File: src/rtl/axis_dmux_ctrl_pkg.sv
// Shared types and constants for the axis_dmux_ctrl frame scheduler.
// Optional statistics are built when AXIS_DMUX_CTRL_STATS_EN is defined.
package axis_dmux_ctrl_pkg;

    typedef enum logic [1:0] {
        DECIDE = 2'd0,
        ARMED  = 2'd1,
        ACTIVE = 2'd2
    } state_t;

    localparam logic [1:0] MODE_FIXED = 2'd0;
    localparam logic [1:0] MODE_RR    = 2'd1;
    localparam logic [1:0] MODE_TDEST = 2'd2;

    // Round-robin target: the pointer port if it is enabled, otherwise the other one.
    function automatic logic rr_target(input logic ptr, input logic [1:0] port_en);
        return port_en[ptr] ? ptr : ~ptr;
    endfunction

endpackage

File: src/rtl/axis_dmux_ctrl_stats.sv
// Saturating per-port frame and drop counters, updated on each frame's tlast beat.
// Instantiated by axis_dmux_ctrl only when AXIS_DMUX_CTRL_STATS_EN is defined.
module axis_dmux_ctrl_stats
    import axis_dmux_ctrl_pkg::*;
#(
    parameter int CNT_WIDTH = 32
) (
    input  logic                 clk,
    input  logic                 rst,
    input  logic                 frame_done,
    input  logic                 frame_drop,
    input  logic                 frame_sel,
    output logic [CNT_WIDTH-1:0] frame_cnt_0,
    output logic [CNT_WIDTH-1:0] frame_cnt_1,
    output logic [CNT_WIDTH-1:0] drop_cnt
);

    always_ff @(posedge clk) begin
        if (rst) begin
            frame_cnt_0 <= '0;
            frame_cnt_1 <= '0;
            drop_cnt    <= '0;
        end else if (frame_done) begin
            if (frame_drop) begin
                if (drop_cnt != '1) drop_cnt <= drop_cnt + CNT_WIDTH'(1);
            end else if (frame_sel) begin
                if (frame_cnt_1 != '1) frame_cnt_1 <= frame_cnt_1 + CNT_WIDTH'(1);
            end else begin
                if (frame_cnt_0 != '1) frame_cnt_0 <= frame_cnt_0 + CNT_WIDTH'(1);
            end
        end
    end

endmodule

File: src/rtl/axis_dmux_ctrl.sv
// Frame-level scheduler for the 2-port AXI4-Stream demux (enable/drop/sel).
// Define AXIS_DMUX_CTRL_STATS_EN to build the per-port frame/drop counters.
//
//   state  | meaning
//   DECIDE | sample config, pick target port and drop; tdest mode waits for tvalid
//   ARMED  | demux enabled, waiting for the first beat of the frame
//   ACTIVE | multi-beat frame in flight until its tlast beat
module axis_dmux_ctrl
    import axis_dmux_ctrl_pkg::*;
#(
    parameter int DEST_WIDTH = 8,
    parameter int CNT_WIDTH  = 32
) (
    input  logic                  clk,
    input  logic                  rst,
    input  logic                  s_axis_tvalid,
    input  logic                  s_axis_tready,
    input  logic                  s_axis_tlast,
    input  logic [DEST_WIDTH-1:0] s_axis_tdest,
    input  logic [1:0]            cfg_mode,
    input  logic                  cfg_fixed_sel,
    input  logic [1:0]            cfg_port_en,
    output logic                  demux_enable,
    output logic                  demux_drop,
    output logic                  demux_sel,
    output logic                  busy,
    output logic [CNT_WIDTH-1:0]  frame_cnt_0,
    output logic [CNT_WIDTH-1:0]  frame_cnt_1,
    output logic [CNT_WIDTH-1:0]  drop_cnt
);

    state_t     state;
    logic       rr_ptr;
    logic [1:0] shadow_mode;
    logic       beat;
    logic       frame_done;
    logic       dec_go;
    logic       dec_sel;
    logic       dec_drop;

    assign beat       = s_axis_tvalid && s_axis_tready;
    assign frame_done = beat && s_axis_tlast && (state != DECIDE);

    // Config is sampled on the cycle the decision is taken, so the first frame
    // after reset already follows cfg_* rather than the all-zero reset shadow.
    always_comb begin
        dec_go   = 1'b1;
        dec_sel  = cfg_fixed_sel;
        dec_drop = 1'b0;
        case (cfg_mode)
            MODE_RR: dec_sel = rr_target(rr_ptr, cfg_port_en);
            MODE_TDEST: begin
                dec_go   = s_axis_tvalid;
                dec_sel  = s_axis_tdest[0];
                dec_drop = (s_axis_tdest > DEST_WIDTH'(1));
            end
            default: dec_sel = cfg_fixed_sel;
        endcase
        if (!cfg_port_en[dec_sel]) dec_drop = 1'b1;
    end

    always_ff @(posedge clk) begin
        if (rst) begin
            state        <= DECIDE;
            demux_enable <= 1'b0;
            demux_drop   <= 1'b0;
            demux_sel    <= 1'b0;
            busy         <= 1'b0;
            rr_ptr       <= 1'b0;
            shadow_mode  <= MODE_FIXED;
        end else begin
            case (state)
                DECIDE: begin
                    if (dec_go) begin
                        demux_sel    <= dec_sel;
                        demux_drop   <= dec_drop;
                        demux_enable <= 1'b1;
                        shadow_mode  <= cfg_mode;
                        state        <= ARMED;
                    end
                end
                ARMED: begin
                    if (beat) begin
                        demux_enable <= 1'b0;
                        if (s_axis_tlast) begin
                            state <= DECIDE;
                        end else begin
                            busy  <= 1'b1;
                            state <= ACTIVE;
                        end
                    end
                end
                ACTIVE: begin
                    if (beat && s_axis_tlast) begin
                        busy  <= 1'b0;
                        state <= DECIDE;
                    end
                end
                default: state <= DECIDE;
            endcase
            if (frame_done && shadow_mode == MODE_RR && !demux_drop) rr_ptr <= ~demux_sel;
        end
    end

`ifdef AXIS_DMUX_CTRL_STATS_EN
    axis_dmux_ctrl_stats #(
        .CNT_WIDTH (CNT_WIDTH)
    ) u_stats (
        .clk         (clk),
        .rst         (rst),
        .frame_done  (frame_done),
        .frame_drop  (demux_drop),
        .frame_sel   (demux_sel),
        .frame_cnt_0 (frame_cnt_0),
        .frame_cnt_1 (frame_cnt_1),
        .drop_cnt    (drop_cnt)
    );
`else
    assign frame_cnt_0 = '0;
    assign frame_cnt_1 = '0;
    assign drop_cnt    = '0;
`endif

endmodule

File: config.mk
export PLATFORM = sky130hd
export DESIGN_NAME = axis_dmux_ctrl
export DESIGN_NICKNAME = d
export VERILOG_FILES = /design/src/rtl/axis_dmux_ctrl_pkg.sv /design/src/rtl/axis_dmux_ctrl_stats.sv /design/src/rtl/axis_dmux_ctrl.sv
export SDC_FILE = /design/constraint.sdc
export NUM_CORES = 1
export LEC_CHECK = 0
export BUFFER_PORTS_ARGS = -buffer_cell sky130_fd_sc_hd__clkbuf_2
export CAP_MARGIN = 20
export CORE_MARGIN = 1
export CORE_UTILIZATION = 40
export CTS_CLUSTER_DIAMETER = 100
export DETAILED_ROUTE_END_ITERATION = 8
export PLACE_DENSITY = 0.86
export SYNTH_ARGS = -nofsm -noshare
export SYNTH_HDL_FRONTEND = slang
export SYNTH_SLANG_ARGS = --single-unit
File: constraint.sdc
create_clock -name clk -period 2.77 [get_ports clk]
set_input_delay 0 -clock clk [delete_from_list [all_inputs] [get_ports clk]]
set_output_delay 0 -clock clk [all_outputs]
set_load 0.02 [all_outputs]
# Word-level counts from Yosys, hierarchy flattened
# Cells that the tools add are included.
op_classes:
  n_lt_le_gt_ge: 3
  eq_ne: 9
  mux: 21
  bitwise: 2
  reduce_logical: 14
op_table:
  columns: ["op", "count"]
  rows:
  - ["$mux W1", 13]
  - ["$gt A8 B1 Y1 const B", 1]
  - ["$mux W2", 4]
  - ["$ne A2 B2 Y1 const B", 4]
  - ["$eq A2 B1 Y1 const B", 3]
  - ["$pmux W1 S2", 3]
  - ["$pmux W2 S3", 1]
  - ["$reduce_and A3 Y1", 2]
  - ["$reduce_bool A2 Y1", 3]
  - ["$logic_and A1 B1 Y1", 5]
  - ["$eq A2 B2 Y1 const B", 2]
  - ["$lt A1 B2 Y1 const B", 2]
  - ["$reduce_and A4 Y1", 1]
  - ["$logic_not A2 Y1", 1]
  - ["$not A1 Y1", 2]
  - ["$reduce_and A2 Y1", 1]
  - ["$logic_not A1 Y1", 1]
word_totals:
  reg_bits: 9
  input_bits: 18
  output_inout_bits: 100
  elab_cells: 56

# Longest topological paths before layout
# Gate-level depths: netlist of the first run.
depth:
  ltp_word: 7
  depth_mapped: 7
  ltp_nobuf: 6

# Least setup slack after synthesis of the first run
# OpenSTA, ideal clock, no wires.
synth_timing:
  path_type: "reg2reg"
  startpoint: "reg state[1]"
  endpoint: "reg demux_drop"
  setup_time_ns: 0.062
  t_arrival_ns: 1.045
  required_time_ns: 2.708
  setup_slack_ns: 1.663
  stages_incl_launch_ff: 7
  n_path_buf: 2
  synth_period_minus_slack_ns: 1.107
  path_cell_list: "dfxtp_1 > buf_4 > nor2_4 > nand2b_1 > buf_6 > a221o_1 > nand3_1"
synth_between:
  elab_chain_cells: 2
synth_lines:
  columns: ["item", "line", "rtl"]
  rows:
  - ["from (decl)", "axis_dmux_ctrl.sv:32", "state_t state;"]
  - ["from (signal assigned)", "axis_dmux_ctrl.sv:64", "state <= DECIDE;"]
  - ["from (signal assigned)", "axis_dmux_ctrl.sv:79", "state <= ARMED;"]
  - ["from (signal assigned)", "axis_dmux_ctrl.sv:86", "state <= DECIDE;"]
  - ["$logic_not A2 Y1", "axis_dmux_ctrl.sv:72", "case (state)"]
  - ["$reduce_and A2 Y1 (no source line)", null, null]
  - ["to (signal assigned)", "axis_dmux_ctrl.sv:76", "demux_drop <= dec_drop;"]
  - ["to (decl)", "axis_dmux_ctrl.sv:24", "output logic demux_drop,"]
# No other way between the ends.
# A chain may end at the register's enable or synchronous reset.

# Worst setup path after layout of the first run
layout_timing:
  startpoint: "reg state[0]"
  endpoint: "reg rr_ptr"
layout_between:
  elab_chain_cells: 4
layout_lines:
  columns: ["item", "line", "rtl"]
  rows:
  - ["$reduce_bool A2 Y1", "axis_dmux_ctrl.sv:42", "assign frame_done = beat && s_axis_tlast && (state != DECIDE);"]
  - ["$logic_and A1 B1 Y1", "axis_dmux_ctrl.sv:42", null]
  - ["$logic_and A1 B1 Y1 (2 in a row)", "axis_dmux_ctrl.sv:101", "if (frame_done && shadow_mode == MODE_RR && !demux_drop) rr_ptr <= ~demux_sel;"]
  - ["to (signal assigned)", "axis_dmux_ctrl.sv:101", null]
  - ["to (decl)", "axis_dmux_ctrl.sv:33", "logic rr_ptr;"]
# No other way between the ends.

==> out/metrics.yaml, run 1 <==
status: "complete, no violations"
cts.clk_slew.worst_paths_ns: 0.07
setup_viol_count_final: 0
peakVddDrop_mv: 0.1359
clock_latency_ns: 0.27
layout_setup_ws_ns: 1.570
grt_pass1_wl_mm: 2.235
fmax_ghz: 0.8332
synthFlopType: "dfxtp_1"
root_buffer: "clkbuf_4"
final_common_cell: "conb_1"
reg2reg_slack_ns: 1.57
arrival_ns: 1.37
area_delta_synth_final_pct: -15.86
mostFrequentLayoutCells: "96 x conb_1, 21 x clkbuf_2, 9 x dfxtp_1"
grt_antenna_before_repair: 0
boundaryPins: 118
grt_pass1_vias: 567
rsz0062_at_grt: "no"
timing.max_cap.violations: 0
syn_inst: 162
num_antenna_cells: 0
setup.worst_path.end_class: "flip-flop"
p_leak_nw: 0.6254
period_share_pct: 43.33
hpwl_mm: 1.409
gp_congestion: 0.7450
timing.rr.end: "rr_ptr$_SDFFE_PP0P_"
rr_startpoint: "state[0]$_SDFFE_PP0P_"
drt-total-wl_mm: 1.618
maxSlewViolCount: 0
ys_async_sr_fraction_pct: 0
avgSynthCellArea_um2: 7.793
ant_nets: 0
die_h_um: 58.18
std_cell_rows: 20
utilization_pct: 35.08
crit_path_start_kind: "flip-flop"
drt_iter0_drc: 17
holdWs_ns: 0.004355
total_power_uw: 449.9
ctsHoldBuffers: 0
hold_viol: 0
cts_made_buffers: 3
grt_overflow: 0
drc: 0
critPathLaunch: "state[0]$_SDFFE_PP0P_"
hp-class: "in2reg"
port_buffers: 21
final.setup.tns_ns: 0
via_per_inst: 3.502
fillers: 317
ys_ff_latch: 9
fp.dieW_um: 58.18
nets: 204
cp-endpoint: "rr_ptr$_SDFFE_PP0P_"
wl_per_cell_um: 7.128
start_util_pct: 41.69
synth_edf_count: 0
drt_first_pass_iters: 4
min_period_ns: 1.200
coreArea_mm2: 0.003028
seq_area_frac_synth_pct: 14.27
required_ns: 2.94
grt_use_total_pct: 9.066
via_count: 795
grt_max_degree: 11
cts.path.max_buffers: 2
h-tree-depth: 1
powerDensity_mw_per_mm2: 423.5
yosys_warnings: 0
cts_setup_buffers: 0
critPathKind: "reg2reg"
yosys.cell_types.count: 30
holdPathStages: 3
synth_area_mm2: 0.001262
dieArea_mm2: 0.003385
min_from: "cfg_mode[0]"
fin_skew_ns: 0.007664
final_layout_size_suffix_gt1_share_pct: 15.30
cts_tree: "done"
dpl_worst_slack_ns: 1.558
ctsResizeCount: 0
cts_num_sinks: 9
reg2regPathDepth: 4
path_max_fanout: 8
[metrics by stage]
step | std cells | cell area, um2
final | 227 | 1062
after CTS | 227 | 1062
after floorplan | 257 | 1619
after global placement | 223 | 1036
after detailed placement | 223 | 1036
after global routing | 227 | 1062
[state kept, by name, indices dropped and copies added, names as in the netlist]
register      count
state             2
rr_ptr            1
demux_drop        1
demux_sel         1
busy              1
demux_enable      1
shadow_mode       2
[synthesized netlist by cell type (2+ instances only)]
library cell / instances / area share (%)
a21oi_1: 5 / 2.0
buf_4: 97 / 58
dfxtp_1: 9 / 14
ha_1: 2 / 2.0
inv_1: 6 / 1.8
mux2i_1: 2 / 1.6
nand2_1: 4 / 1.2
nand2b_1: 3 / 1.5
nand3_1: 2 / 0.79
nand3b_1: 2 / 1.2
nor2_1: 6 / 1.8
nor2b_1: 2 / 0.99
nor3_1: 3 / 1.2
o21ai_0: 3 / 1.2
[cell families after synthesis]
family | count (synthesis) | share of synthesized area (%)
flops | 9 | 14.27
buf+inv | 105 | 60.65
simple gates | 28 | 13.08
mux | 2 | 1.586
fa+ha+maj | 2 | 1.982
other cells | 1 | 0.2970
compound gates | 15 | 8.127
[worst min-delay path by stage]
stage                                   to  slack, ns
2_1_floorplan  shadow_mode[0]$_SDFFE_PP0P_       0.14
3_3_place_gp   shadow_mode[0]$_SDFFE_PP0P_       0.28
3_5_place_dp   shadow_mode[1]$_SDFFE_PP0P_       0.29
4_1_cts        shadow_mode[1]$_SDFFE_PP0P_       0.01
5_1_grt        shadow_mode[1]$_SDFFE_PP0P_       0.03
6_report       shadow_mode[0]$_SDFFE_PP0P_      0.004
[power breakdown]
| group | internal, mW | switching [mW] |
|---|---|---|
| logic | 0.0350 | 0.157 |
| registers | 0.141 | 0.0114 |
| clock network | 0.0557 | 0.0504 |
| total | 0.231 | 0.219 |
[metal layers]
layer / GRT usage [%] / vias up / share of wire (%) / wire length [um]
met5: 0 / - / 0 / 0
met4: 8.163 / 0 / 4.6 / 74
met3: 1.563 / 7 / 10 / 166
met2: 16.91 / 78 / 53 / 851
met1: 8.277 / 344 / 33 / 527
li1: - / 366 / - / -
[critical path, stage by stage (launching register included)]
cell and delay [ns]:
dfxtp_1 0.49, nor2_4 0.07, nor4_2 0.32, nand2_1 0.09, o211a_1 0.13
[layout make-up]
| cell class | instances | area (um2) | share of cell area (%) |
|---|---|---|---|
| clock buffers | 4 | 26.28 | 2.473 |
| multi-input cells | 143 | 673.1 | 63.37 |
| well taps | 44 | 55.05 | 5.183 |
| repair buffers | 21 | 105.1 | 9.894 |
| inverters | 6 | 22.52 | 2.120 |
| flip-flops and latches | 9 | 180.2 | 16.96 |
No activity file was read; power rests on OpenSTA's default activity.
==> run 2, diff against run 1 <==
- CORE_UTILIZATION: 40 -> 37
- PLACE_DENSITY: 0.86 -> 0.81
- clock period: 2.77 -> 1.24 ns (I/O delays scaled with it)
==> run 2 against run 1 <==
First-iteration DRC count is 41% lower. Sequential share of layout area is 0.37 points lower. Clock-buffer cell count stayed put. Critical path depth stayed put. Critical endpoint is now demux_drop$_SDFFE_PP0P_.
==> out/metrics.yaml, run 2 (synthesized netlist as in run 1, its figures left out) <==
holdWs_ns: 0.01938  # was 0.004355 ns
start_util_pct: 40.04  # was 41.69%
min_from: "cfg_mode[0]"  # unchanged
area_delta_synth_final_pct: -13.97  # was -15.86%
drt-total-wl_mm: 1.732  # was 1.618 mm
maxSlewViolCount: 0  # unchanged
via_count: 813  # was 795
die_h_um: 60.41  # was 58.18 um
peakVddDrop_mv: 0.2243  # was 0.1359 mV
timing.max_cap.violations: 0  # unchanged
drc: 0  # unchanged
crit_path_start_kind: "flip-flop"  # unchanged
setup.worst_path.end_class: "flip-flop"  # unchanged
required_ns: 1.38  # was 2.94 ns
num_antenna_cells: 0  # unchanged
period_share_pct: 95.35  # was 43.33%
reg_top3: "shadow_mode x2, state x2"  # unchanged
setup_viol_count_final: 0  # unchanged
path_max_fanout: 3  # was 8
clock_latency_ns: 0.26  # was 0.27 ns
ant_nets: 0  # unchanged
hp-class: "in2reg"  # unchanged
slowest_stage: "dfxtp_1"  # unchanged
gp_congestion: 0.7932  # was 0.7450
grt_pass1_vias: 589  # was 567
fmax_ghz: 0.8458  # was 0.8332 GHz
dieArea_mm2: 0.003649  # was 0.003385 mm2
mostFrequentLayoutCells: "96 x conb_1, 21 x clkbuf_2, 9 x dfxtp_1"  # unchanged
fp.dieW_um: 60.41  # was 58.18 um
grt_max_degree: 11  # unchanged
min_period_ns: 1.182  # was 1.200 ns
final_layout_size_suffix_gt1_share_pct: 16.22  # was 15.30%
arrival_ns: 1.33  # was 1.37 ns
crit_buf_inv: 0  # unchanged
coreArea_mm2: 0.003153  # was 0.003028 mm2
std_cell_rows: 20  # unchanged
crit_chain: "nor2b_1, o31ai_2, a221o_1, nand3_1"  # was nor2_4, nor4_2, nand2_1, o211a_1
dpl_worst_slack_ns: -0.01467  # was 1.558 ns
rr_startpoint: "rr_ptr$_SDFFE_PP0P_"  # was state[0]$_SDFFE_PP0P_
fin_skew_ns: 0.007465  # was 0.007664 ns
p_leak_nw: 0.6375  # was 0.6254 nW
powerDensity_mw_per_mm2: 925.2  # was 423.5 mW/mm2
fillers: 365  # was 317
via_per_inst: 3.550  # was 3.502
ctsHoldBuffers: 0  # unchanged
grt_overflow: 0  # unchanged
boundaryPins: 118  # unchanged
root_buffer: "clkbuf_4"  # unchanged
slowest_delay_ns: 0.32  # was 0.49 ns
drt_iter0_drc: 10  # was 17
stdcell_area_mm2: 0.001086  # was 0.001062 mm2
grt_use_total_pct: 8.676  # was 9.066%
place_area_mm2: 0.001051  # was 0.001036 mm2
cts_tree: "done"  # unchanged
rsz0062_at_grt: "no"  # unchanged
h-tree-depth: 1  # unchanged
critPathLaunch: "rr_ptr$_SDFFE_PP0P_"  # was state[0]$_SDFFE_PP0P_
cts.path.max_buffers: 2  # unchanged
hpwl_mm: 1.544  # was 1.409 mm
grt_pass1_wl_mm: 2.332  # was 2.235 mm
cts_made_buffers: 3  # unchanged
port_buffers: 21  # unchanged
status: "complete, no violations"  # unchanged
layout_setup_ws_ns: 0.05771  # was 1.570 ns
drt_first_pass_iters: 4  # unchanged
cts.clk_slew.worst_paths_ns: 0.07  # about the same
wl_per_cell_um: 7.563  # was 7.128 um
critPathKind: "reg2reg"  # unchanged
cts_num_sinks: 9  # unchanged
critPathTopFamily: "compound AO/OA/AOI/OAI gates"  # was flip-flops
final_common_cell: "conb_1"  # unchanged
nets: 206  # was 204
grt_antenna_before_repair: 0  # unchanged
hold_viol: 0  # unchanged
-- run 2: cell types whose count changed in the layout (fill, tap and decap cells not counted), sizes merged --
| cell | delta |
|---|---|
| buf | +2 |
-- run 2: stage by stage --
| stage | util, % | cells | power [mW] | TNS (ns) |
|---|---|---|---|---|
| floorplan | - | 257 | 0.9447 | 0 |
| global placement | 33.33 | 225 | 0.7701 | 0 |
| detailed placement | 33.33 | 225 | 0.7784 | -0.01467 |
| CTS | 34.17 | 229 | 1.006 | 0 |
| global route | 34.44 | 229 | 1.073 | 0 |
| finish | 34.44 | 229 | 1.005 | 0 |
-- run 2: where the power goes --
group | switching (mW) | internal [mW]
Clock | 0.100 | 0.124
Sequential | 0.0197 | 0.314
Combinational | 0.363 | 0.0840
Total | 0.483 | 0.522
-- run 2: metal layers --
metal	vias up	track usage, %	routed length (um)
met2	75	16.33	962
met3	6	1.279	173
met1	361	8.129	538
met5	-	0	0
met4	0	7.468	57
li1	371	-	-
-- run 2: path summary, 6_finish.rpt --
check / slack, ns / cells past startpoint / to
worst max-delay path: 0.06 / 4 / demux_drop$_SDFFE_PP0P_
worst max register to register: 0.06 / 4 / demux_drop$_SDFFE_PP0P_
worst min-delay path: 0.02 / 3 / shadow_mode[0]$_SDFFE_PP0P_
worst min register to register: 0.48 / 2 / demux_sel$_SDFFE_PP0P_
-- run 2: final cells by class --
class                   count  area, um2  area share [%]
multi-input cells         143      681.9           62.79
flip-flops and latches      9      180.2           16.59
repair buffers             23      120.1           11.06
well taps                  44      55.05           5.069
clock buffers               4      26.28           2.419
inverters                   6      22.52           2.074
-- run 2: worst register-to-register path: stages, from the launching register on --
cell and delay [ns]:
dfxtp_1 0.32, nor2b_1 0.14, o31ai_2 0.32, a221o_1 0.22, nand3_1 0.07
-- run 2: timing repair --
| item | in CTS | in global routing |
|---|---|---|
| endpoints found under the setup margin | 0 | 1 |
| buffers inserted | 0 | 0 |
| resized for setup | 0 | 1 |
